## config.mk

```make
export PLATFORM = sky130hd
export DESIGN_NAME = multicycle_controller_flat
export DESIGN_NICKNAME = d
export VERILOG_FILES = /design/src/rtl/multicycle_controller_if.sv /design/src/rtl/multicycle_controller.sv /design/src/flat_wrapper.sv
export SDC_FILE = /design/constraint.sdc
export NUM_CORES = 1
export LEC_CHECK = 0
export ABC_AREA = 1
export CORE_MARGIN = 2
export CORE_UTILIZATION = 25
export DETAILED_ROUTE_END_ITERATION = 12
export PLACE_DENSITY = 0.66
export SYNTH_ARGS = -nofsm -noshare
export SYNTH_HDL_FRONTEND = slang
export SYNTH_SLANG_ARGS = --single-unit
```

## constraint.sdc

```tcl
create_clock -name clk -period 1.3 [get_ports clk]
set_input_delay 0.26 -clock clk [delete_from_list [all_inputs] [get_ports clk]]
set_output_delay 0.26 -clock clk [all_outputs]
set_load 0.02 [all_outputs]
```

## src/rtl/multicycle_controller_if.sv

```systemverilog
// Control bundle between the multicycle RV32 datapath and its controller.
// master = datapath side, slave = controller side.
interface multicycle_controller_if #(
  parameter int STATE_W = 4
);
  logic [6:0]         op;
  logic [2:0]         funct3;
  logic [6:0]         funct7;
  logic               zero;
  logic               pcen;
  logic               adrsrc;
  logic               memwrite;
  logic               irwrite;
  logic               regwrite;
  logic [1:0]         resultsrc;
  logic [1:0]         alusrca;
  logic [1:0]         alusrcb;
  logic [2:0]         immsrc;
  logic [3:0]         alucontrol;
  logic               illegal;
  logic [STATE_W-1:0] state;

  modport master (
    output op, funct3, funct7, zero,
    input  pcen, adrsrc, memwrite, irwrite, regwrite,
    input  resultsrc, alusrca, alusrcb, immsrc,
    input  alucontrol, illegal, state
  );

  modport slave (
    input  op, funct3, funct7, zero,
    output pcen, adrsrc, memwrite, irwrite, regwrite,
    output resultsrc, alusrca, alusrcb, immsrc,
    output alucontrol, illegal, state
  );
endinterface

```

## src/rtl/multicycle_controller.sv

```systemverilog
// Moore FSM sequencing a shared-ALU multicycle RV32 datapath.
// Define MC_ILLEGAL_TRAP_EN to trap undefined opcodes in a sticky TRAP state.
module multicycle_controller #(
  parameter int STATE_W = 4
) (
  input logic                   clk,
  input logic                   reset,
  multicycle_controller_if.slave bus
);

  typedef enum logic [STATE_W-1:0] {
    S_FETCH    = STATE_W'(0),
    S_DECODE   = STATE_W'(1),
    S_MEMADR   = STATE_W'(2),
    S_MEMREAD  = STATE_W'(3),
    S_MEMWB    = STATE_W'(4),
    S_MEMWRITE = STATE_W'(5),
    S_EXECR    = STATE_W'(6),
    S_EXECI    = STATE_W'(7),
    S_ALUWB    = STATE_W'(8),
    S_BRANCH   = STATE_W'(9),
    S_JAL      = STATE_W'(10),
    S_LUI      = STATE_W'(11),
    S_TRAP     = STATE_W'(12)
  } state_t;

  state_t     r_state;
  state_t     w_next;
  logic       w_pcwrite;
  logic       w_branch;
  logic       w_adrsrc;
  logic       w_memwrite;
  logic       w_irwrite;
  logic       w_regwrite;
  logic [1:0] w_resultsrc;
  logic [1:0] w_alusrca;
  logic [1:0] w_alusrcb;
  logic [2:0] w_immsrc;
  logic [3:0] w_alucontrol;
`ifdef MC_ILLEGAL_TRAP_EN
  logic       w_illegal;
`endif
  logic       w_unused;

  assign w_unused = ^{bus.funct7[6], bus.funct7[4:0]};

  // State register; reset restarts at FETCH
  always_ff @(posedge clk) begin
    if (reset) r_state <= S_FETCH;
    else       r_state <= w_next;
  end

  // Next state and per-state control word
  always_comb begin
    w_next       = S_FETCH;
    w_pcwrite    = 1'b0;
    w_branch     = 1'b0;
    w_adrsrc     = 1'b0;
    w_memwrite   = 1'b0;
    w_irwrite    = 1'b0;
    w_regwrite   = 1'b0;
    w_resultsrc  = 2'b00;
    w_alusrca    = 2'b00;
    w_alusrcb    = 2'b00;
    w_immsrc     = 3'b000;
    w_alucontrol = 4'b0000;
`ifdef MC_ILLEGAL_TRAP_EN
    w_illegal    = 1'b0;
`endif
    unique case (r_state)
      S_FETCH: begin
        w_irwrite   = 1'b1;
        w_alusrcb   = 2'b10;
        w_resultsrc = 2'b10;
        w_pcwrite   = 1'b1;
        w_next      = S_DECODE;
      end
      S_DECODE: begin
        w_alusrca = 2'b01;
        w_alusrcb = 2'b01;
        w_immsrc  = (bus.op == 7'b1101111) ? 3'b011 : 3'b010;
        case (bus.op)
          7'b0000011,
          7'b0100011: w_next = S_MEMADR;
          7'b0110011: w_next = S_EXECR;
          7'b0010011: w_next = S_EXECI;
          7'b1100011: w_next = S_BRANCH;
          7'b1101111: w_next = S_JAL;
          7'b0110111: w_next = S_LUI;
`ifdef MC_ILLEGAL_TRAP_EN
          default:    w_next = S_TRAP;
`else
          default:    w_next = S_FETCH;
`endif
        endcase
      end
      S_MEMADR: begin
        w_alusrca = 2'b10;
        w_alusrcb = 2'b01;
        w_immsrc  = bus.op[5] ? 3'b001 : 3'b000;
        w_next    = bus.op[5] ? S_MEMWRITE : S_MEMREAD;
      end
      S_MEMREAD: begin
        w_adrsrc = 1'b1;
        w_next   = S_MEMWB;
      end
      S_MEMWB: begin
        w_resultsrc = 2'b01;
        w_regwrite  = 1'b1;
      end
      S_MEMWRITE: begin
        w_adrsrc   = 1'b1;
        w_memwrite = 1'b1;
      end
      S_EXECR: begin
        w_alusrca    = 2'b10;
        w_alucontrol = {bus.funct7[5], bus.funct3};
        w_next       = S_ALUWB;
      end
      S_EXECI: begin
        w_alusrca    = 2'b10;
        w_alusrcb    = 2'b01;
        w_alucontrol = {1'b0, bus.funct3};
        w_next       = S_ALUWB;
      end
      S_ALUWB: begin
        w_regwrite = 1'b1;
      end
      S_BRANCH: begin
        w_alusrca    = 2'b10;
        w_alucontrol = 4'b1000;
        w_branch     = 1'b1;
      end
      S_JAL: begin
        w_alusrca = 2'b01;
        w_alusrcb = 2'b10;
        w_pcwrite = 1'b1;
        w_next    = S_ALUWB;
      end
      S_LUI: begin
        w_resultsrc = 2'b11;
        w_regwrite  = 1'b1;
      end
`ifdef MC_ILLEGAL_TRAP_EN
      S_TRAP: begin
        w_illegal = 1'b1;
        w_next    = S_TRAP;
      end
`endif
      default: begin
        w_next = S_FETCH;
      end
    endcase
  end

  assign bus.pcen       = ~reset &
                          (w_pcwrite |
                           (w_branch & (bus.zero ^ bus.funct3[0])));
  assign bus.memwrite   = ~reset & w_memwrite;
  assign bus.irwrite    = ~reset & w_irwrite;
  assign bus.regwrite   = ~reset & w_regwrite;
  assign bus.adrsrc     = w_adrsrc;
  assign bus.resultsrc  = w_resultsrc;
  assign bus.alusrca    = w_alusrca;
  assign bus.alusrcb    = w_alusrcb;
  assign bus.immsrc     = w_immsrc;
  assign bus.alucontrol = w_alucontrol;
  assign bus.state      = r_state;
`ifdef MC_ILLEGAL_TRAP_EN
  assign bus.illegal    = ~reset & w_illegal;
`else
  assign bus.illegal    = 1'b0;
`endif

endmodule
```

## src/flat_wrapper.sv

```systemverilog
// flat-port wrapper written by rule: the top's interface ports become plain ports
module multicycle_controller_flat 
#(
  parameter int STATE_W = 4
)
  (clk, reset, bus_op, bus_funct3, bus_funct7, bus_zero, bus_pcen, bus_adrsrc, bus_memwrite, bus_irwrite, bus_regwrite, bus_resultsrc, bus_alusrca, bus_alusrcb, bus_immsrc, bus_alucontrol, bus_illegal, bus_state);
  multicycle_controller_if #(.STATE_W(STATE_W)) bus_i ();
  input logic clk;
  input logic reset;
  input wire logic [$bits(bus_i.op)-1:0] bus_op;
  input wire logic [$bits(bus_i.funct3)-1:0] bus_funct3;
  input wire logic [$bits(bus_i.funct7)-1:0] bus_funct7;
  input wire logic [$bits(bus_i.zero)-1:0] bus_zero;
  output wire logic [$bits(bus_i.pcen)-1:0] bus_pcen;
  output wire logic [$bits(bus_i.adrsrc)-1:0] bus_adrsrc;
  output wire logic [$bits(bus_i.memwrite)-1:0] bus_memwrite;
  output wire logic [$bits(bus_i.irwrite)-1:0] bus_irwrite;
  output wire logic [$bits(bus_i.regwrite)-1:0] bus_regwrite;
  output wire logic [$bits(bus_i.resultsrc)-1:0] bus_resultsrc;
  output wire logic [$bits(bus_i.alusrca)-1:0] bus_alusrca;
  output wire logic [$bits(bus_i.alusrcb)-1:0] bus_alusrcb;
  output wire logic [$bits(bus_i.immsrc)-1:0] bus_immsrc;
  output wire logic [$bits(bus_i.alucontrol)-1:0] bus_alucontrol;
  output wire logic [$bits(bus_i.illegal)-1:0] bus_illegal;
  output wire logic [$bits(bus_i.state)-1:0] bus_state;
  assign bus_i.op = bus_op;
  assign bus_i.funct3 = bus_funct3;
  assign bus_i.funct7 = bus_funct7;
  assign bus_i.zero = bus_zero;
  assign bus_pcen = bus_i.pcen;
  assign bus_adrsrc = bus_i.adrsrc;
  assign bus_memwrite = bus_i.memwrite;
  assign bus_irwrite = bus_i.irwrite;
  assign bus_regwrite = bus_i.regwrite;
  assign bus_resultsrc = bus_i.resultsrc;
  assign bus_alusrca = bus_i.alusrca;
  assign bus_alusrcb = bus_i.alusrcb;
  assign bus_immsrc = bus_i.immsrc;
  assign bus_alucontrol = bus_i.alucontrol;
  assign bus_illegal = bus_i.illegal;
  assign bus_state = bus_i.state;
  multicycle_controller #(.STATE_W(STATE_W)) u_core (.clk(clk), .reset(reset), .bus(bus_i));
endmodule
```

==> results of run 1 <==
-- synthesized netlist by cell type (all sizes together) --
library cell	count	share of area, %
nand2	25	22
nor2	19	18
inv	14	11
nand3	10	10
a21oi	5	5.1
dfxtp	4	16
buf	3	4.1
o211ai	2	3.1
or2	2	2.5
a31oi	1	1.3
clkinv	1	1.0
conb	1	0.76
nor3	1	1.0
o21a	1	1.5
o21ai	1	1.0
o22ai	1	1.3
-- cells by family after synthesis --
logic type	Yosys count	synth area share, %
AND/OR/NAND/NOR	57	53.4
buffers and inverters	18	16.3
flip-flops	4	16.3
other	1	0.763
AO/OA/AOI/OAI	11	13.2
-- report_power, final --
part	internal [uW]	switching, uW
registers	121	8.80
clock network	104	63.9
logic	146	130
total	371	203
-- final timing paths --
check / start / end / cells past startpoint
worst max-delay path: u_core.bus.state[2] / bus_alusrcb[0] / 7
worst min-delay path: bus_op[5] / u_core.bus.state[0] / 4
worst max register to register: u_core.bus.state[2] / u_core.bus.state[1] / 8
worst min register to register: u_core.bus.state[1] / u_core.bus.state[2] / 3
-- final cells by class --
class                   instances  area, um^2  share of cell area, %
repair buffers                 71         657                   48.3
flip-flops and latches          4        95.1                   6.99
well taps                      27        33.8                   2.48
clock buffers                   3        22.5                   1.66
multi-input cells              70         489                   36.0
inverters                      15        62.6                   4.60
-- routing by layer --
metal  vias up  track usage [%]
met3         2             3.40
li1        425                -
met2        18             32.2
met1       390             22.7
met4         0             7.14
met5         -                0
-- through the flow --
stage / utilization [%] / TNS, ns / cell area, um^2 / power (uW) / hold WS (ns)
2_1_floorplan: - / -0.221 / 557 / 230 / 0.469
3_3_place_gp: 60.8 / -9.32 / 1160 / 364 / 0.619
3_5_place_dp: 60.8 / -9.62 / 1160 / 367 / 0.626
4_1_cts: 65.8 / -4.08 / 1250 / 556 / 0.697
5_1_grt: 71.5 / -5.34 / 1360 / 598 / 0.527
6_report: 71.5 / -4.35 / 1360 / 574 / 0.501
-- critical path, stage by stage (launching register included) --
cell and delay, ns:
dfxtp_4 0.35, buf_12 0.12, nor2_4 0.14, inv_2 0.07, nor2_4 0.10, inv_2 0.07
o211ai_1 0.10, buf_4 0.18
-- timing repair --
item | 4_1_cts | 5_1_grt
setup endpoints to repair | 21 | 22
resized for setup | 120 | 28
buffers inserted | 4 | 3
hold buffers | 0 | 0
pin swaps | 12 | 12
==> flow_summary.json, run 1 <==
{
  "crit_required_ns": 1.04,
  "cts_root_buffer": "clkbuf_4",
  "die_area_um2": 2340,
  "ys_types": 24,
  "hold_class": "in2reg",
  "ir_drop_v": 0.000399,
  "top_layer": "met4",
  "critPathLaunchType": "flip-flop",
  "grt_pass1_wl_um": 3420,
  "syn_area_per_cell_um2": 5.40,
  "timing.final.crit_share_pct": 126,
  "setup_viol": 17,
  "instances_no_fill": 190,
  "violations": "setup timing",
  "slew_viol_final": 0,
  "status": "finished with violations",
  "io_pins": 43,
  "num_vias": 835,
  "max_cap_viol_count": 0,
  "wl_met2_um": 1110,
  "synth_cells": 91,
  "ys_ff_latch": 4,
  "layout_commonest_cell": "buf_4",
  "grt_max_degree": 8,
  "skew_ns": 0.00851,
  "port_buffers": 34,
  "numCtsBuffers": 3,
  "tritoncts": "done",
  "yosysSeqAreaShare_pct": 16.3,
  "clk_pin_slew_ns": 0.04,
  "cellPowerDensity_nw_per_um2": 422,
  "drive_above_1_share_pct": 66.9,
  "track_usage_pct": 18.5,
  "syn_area_um2": 492,
  "dp.cells": 181,
  "clock.fmax_ghz": 0.609,
  "critPathArrivalTime_ns": 1.38,
  "finalHoldViolCount": 0,
  "dr_wl_met3_um": 63,
  "routedWlPerCell_um": 11.3,
  "fp.dieH_um": 48.4,
  "worst-path-max-fanout": 4,
  "initial_core_util_pct": 25.9,
  "fin_nets": 185,
  "rsz0062_at_grt": "true",
  "core_um2": 1900,
  "wl_um": 2150,
  "drc_errors": 0,
  "layout_setup_ws_ns": -0.341,
  "drt_iter0_markers": 6,
  "grt_remaining_overflow": 0,
  "antenna_found_initial": 0,
  "yosys_warnings": 0,
  "dr.pass1.iters": 4,
  "worst-r2r-setup-slack_ns": 0.05,
  "crit_type": "reg2out",
  "num-fill-cells": 137,
  "final_cell_mix": "buf_4, buf_6, nand2_1",
  "largest_register_ffs": 4,
  "numClockSinks": 4,
  "end_kind": "primary output",
  "dp_hpwl_um": 1610,
  "num_rows": 16,
  "ant_nets": 0,
  "p_leak_uw": 0.000690,
  "grt_pass1_vias": 791,
  "place.gp.congestion": 0.858,
  "vias_per_cell": 4.39,
  "finalCriticalPeriod_ns": 1.64,
  "n_antenna_cell": 0,
  "die_w_um": 48.4,
  "cts.path.max_buffers": 2,
  "wl_met1_um": 961,
  "clock_latency_ns": 0.25,
  "htreeDepth": 1,
  "place_ws_ns": -0.749,
  "area_growth_pct": 177
}
Power figures use the tool's default switching activity.
==> run 2: changes to the inputs <==
--- a/config.mk
+++ b/config.mk
@@ -6,10 +6,12 @@
 export NUM_CORES = 1
 export LEC_CHECK = 0
 export ABC_AREA = 1
+export CELL_PAD_IN_SITES_DETAIL_PLACEMENT = 0
+export CELL_PAD_IN_SITES_GLOBAL_PLACEMENT = 1
 export CORE_MARGIN = 2
-export CORE_UTILIZATION = 25
+export CORE_UTILIZATION = 16
 export DETAILED_ROUTE_END_ITERATION = 12
-export PLACE_DENSITY = 0.66
+export PLACE_DENSITY = 0.7
 export SYNTH_ARGS = -nofsm -noshare
 export SYNTH_HDL_FRONTEND = slang
 export SYNTH_SLANG_ARGS = --single-unit
==> run 2 against run 1 <==
Effect of this change: clock-buffer cell count unchanged; worst hold slack better by 0.055 ns; die area increased by 51%; global-route usage fell by 6.2 points; critical path type unchanged; first-iteration DRC count up 83%; the run still ends with setup timing left; sequential share of layout area is 0.53 points lower; largest power group unchanged; largest cell class unchanged.
==> flow_summary.json, run 2 (synthesis results as in run 1) <==
{
  "internal_power_uw": 373,
  "grt_pass1_vias": 809,
  "setup_viol": 17,
  "ff2ff_path_depth": 8,
  "final_cell_mix": "buf_4, buf_6, nand2_2",
  "ir_drop_v": 0.000151,
  "r2r-end": "u_core.bus.state[2]",
  "routedWlPerCell_um": 10.9,
  "port_buffers": 34,
  "p_clk_share_pct": 27.4,
  "timing.final.crit_share_pct": 125,
  "numClockSinks": 4,
  "track_usage_pct": 12.4,
  "cts_root_buffer": "clkbuf_4",
  "num-fill-cells": 270,
  "io_pins": 43,
  "clock.fmax_ghz": 0.617,
  "dr.pass1.iters": 4,
  "wl_um": 2220,
  "grt_pass1_wl_um": 3390,
  "postCtsHoldBufs": 0,
  "grt_remaining_overflow": 0,
  "power_frac_comb_pct": 49.6,
  "num_vias": 868,
  "hold_class": "in2reg",
  "finalCriticalPeriod_ns": 1.62,
  "n_antenna_cell": 0,
  "post-route-util_pct": 49.5,
  "place.gp.congestion": 0.811,
  "fp.dieH_um": 59.4,
  "crit_start": "u_core.bus.state[2]",
  "drc_errors": 0,
  "critPathLaunchType": "flip-flop",
  "slowest_delay_ns": 0.34,
  "antenna_found_initial": 0,
  "die_w_um": 59.4,
  "violations": "setup timing",
  "clk_pin_slew_ns": 0.04,
  "worst-path-max-fanout": 4,
  "drive_above_1_share_pct": 69.6,
  "largest_register_ffs": 4,
  "finalHoldViolCount": 0,
  "area_growth_pct": 199,
  "ant_nets": 0,
  "initial_core_util_pct": 16.5,
  "path_cells": "buf_6 -> nor2_4 -> nand2_2 -> nand2_2 -> a31oi_1 -> nor2_2 -> buf_6",
  "numCtsBuffers": 3,
  "status": "finished with violations",
  "die_area_um2": 3530,
  "slew_viol_final": 0,
  "layout_setup_ws_ns": -0.319,
  "num_rows": 20,
  "dp_hpwl_um": 1590,
  "r2r-start": "u_core.bus.state[2]",
  "rsz0062_at_grt": "true",
  "critPathArrivalTime_ns": 1.36,
  "end_kind": "primary output",
  "timing.hold.ws_ns": 0.556,
  "max_cap_viol_count": 0,
  "min_path_cells": 4,
  "core_um2": 2980,
  "critPathCapture": "bus_pcen",
  "htreeDepth": 1,
  "drt_iter0_markers": 11,
  "tritoncts": "done",
  "p_leak_uw": 0.000779,
  "grt_max_degree": 6,
  "cts.path.max_buffers": 2,
  "cellPowerDensity_nw_per_um2": 381,
  "vias_per_cell": 4.25,
  "fin_nets": 193,
  "seqPwrFrac_pct": 23.0,
  "layout_commonest_cell": "buf_4",
  "skew_ns": 0.00341,
  "clock_latency_ns": 0.23,
  "crit_required_ns": 1.04,
  "worst-r2r-setup-slack_ns": 0.03,
  "crit_type": "reg2out",
  "crit_slowest_cell": "dfxtp_4",
  "power.switching_fraction_pct": 33.5,
  "p_sw_uw": 188
}
## run 2: cell count changes in the layout (fill, tap and decap cells not counted), sizes merged
cell,delta
clkdlybuf4s15,-2
clkdlybuf4s50,-4
dlygate4sd2,+3
buf,+8
dlymetal6s2s,+3
## run 2: final cells by class
type	instances	area [um^2]	share of cell area (%)
Timing Repair Buffer	79	748	50.8
Clock buffer	3	22.5	1.53
Tap cell	33	41.3	2.80
Inverter	15	71.3	4.84
Sequential cell	4	95.1	6.46
Multi-Input combinational cell	70	494	33.6
## run 2: per-layer routing
| metal | GRT usage, % | vias to the layer above | part of all wire [%] |
|---|---|---|---|
| li1 | - | 443 | - |
| met1 | 15.2 | 408 | 38 |
| met2 | 22.3 | 15 | 58 |
| met3 | 1.97 | 2 | 3.3 |
| met4 | 2.92 | 0 | 0.54 |
| met5 | 0 | - | 0 |
## run 2: stage by stage
stage	instance area [um^2]	power [uW]	TNS, ns	worst slack [ns]	std cells
floorplan	557	230	-0.221	-0.0650	92
global placement	1170	373	-9.33	-0.721	189
detailed placement	1170	372	-9.45	-0.748	189
CTS	1290	545	-3.86	-0.314	196
global route	1470	596	-5.20	-0.379	204
finish	1470	561	-4.19	-0.319	204
## run 2: power by group through the flow
stage	combinational, uW	clock, uW	sequential (uW)
floorplan	94.9	0	135
global placement	244	0	129
detailed placement	243	0	129
CTS	257	159	129
global route	297	169	129
finish	279	154	129
## run 2: critical path: cells and delay by family (launching register included)
family / cells / cell delay [ns]
and+or+nand+nor: 4 / 0.50
AOI/OAI and AO/OA: 1 / 0.05
buffers and inverters: 2 / 0.23
DFF: 1 / 0.34
## run 2: what timing repair did
item | in CTS | in global routing
setup buffers | 4 | 8
gates resized for setup | 128 | 37
endpoints found under the setup margin | 23 | 21
pin swaps | 15 | 19
gates cloned | 0 | 0
## run 2: worst min-delay path by stage
| stage | slack, ns | from | to |
|---|---|---|---|
| 2_1_floorplan | 0.47 | bus_op[3] | u_core.bus.state[2] |
| 5_1_grt | 0.58 | bus_op[5] | u_core.bus.state[0] |
| 3_5_place_dp | 0.57 | u_core.bus.state[1] | u_core.bus.state[2] |
| 4_1_cts | 0.71 | u_core.bus.state[0] | u_core.bus.state[0] |
| 6_report | 0.56 | bus_op[5] | u_core.bus.state[0] |
| 3_3_place_gp | 0.55 | u_core.bus.state[1] | u_core.bus.state[2] |
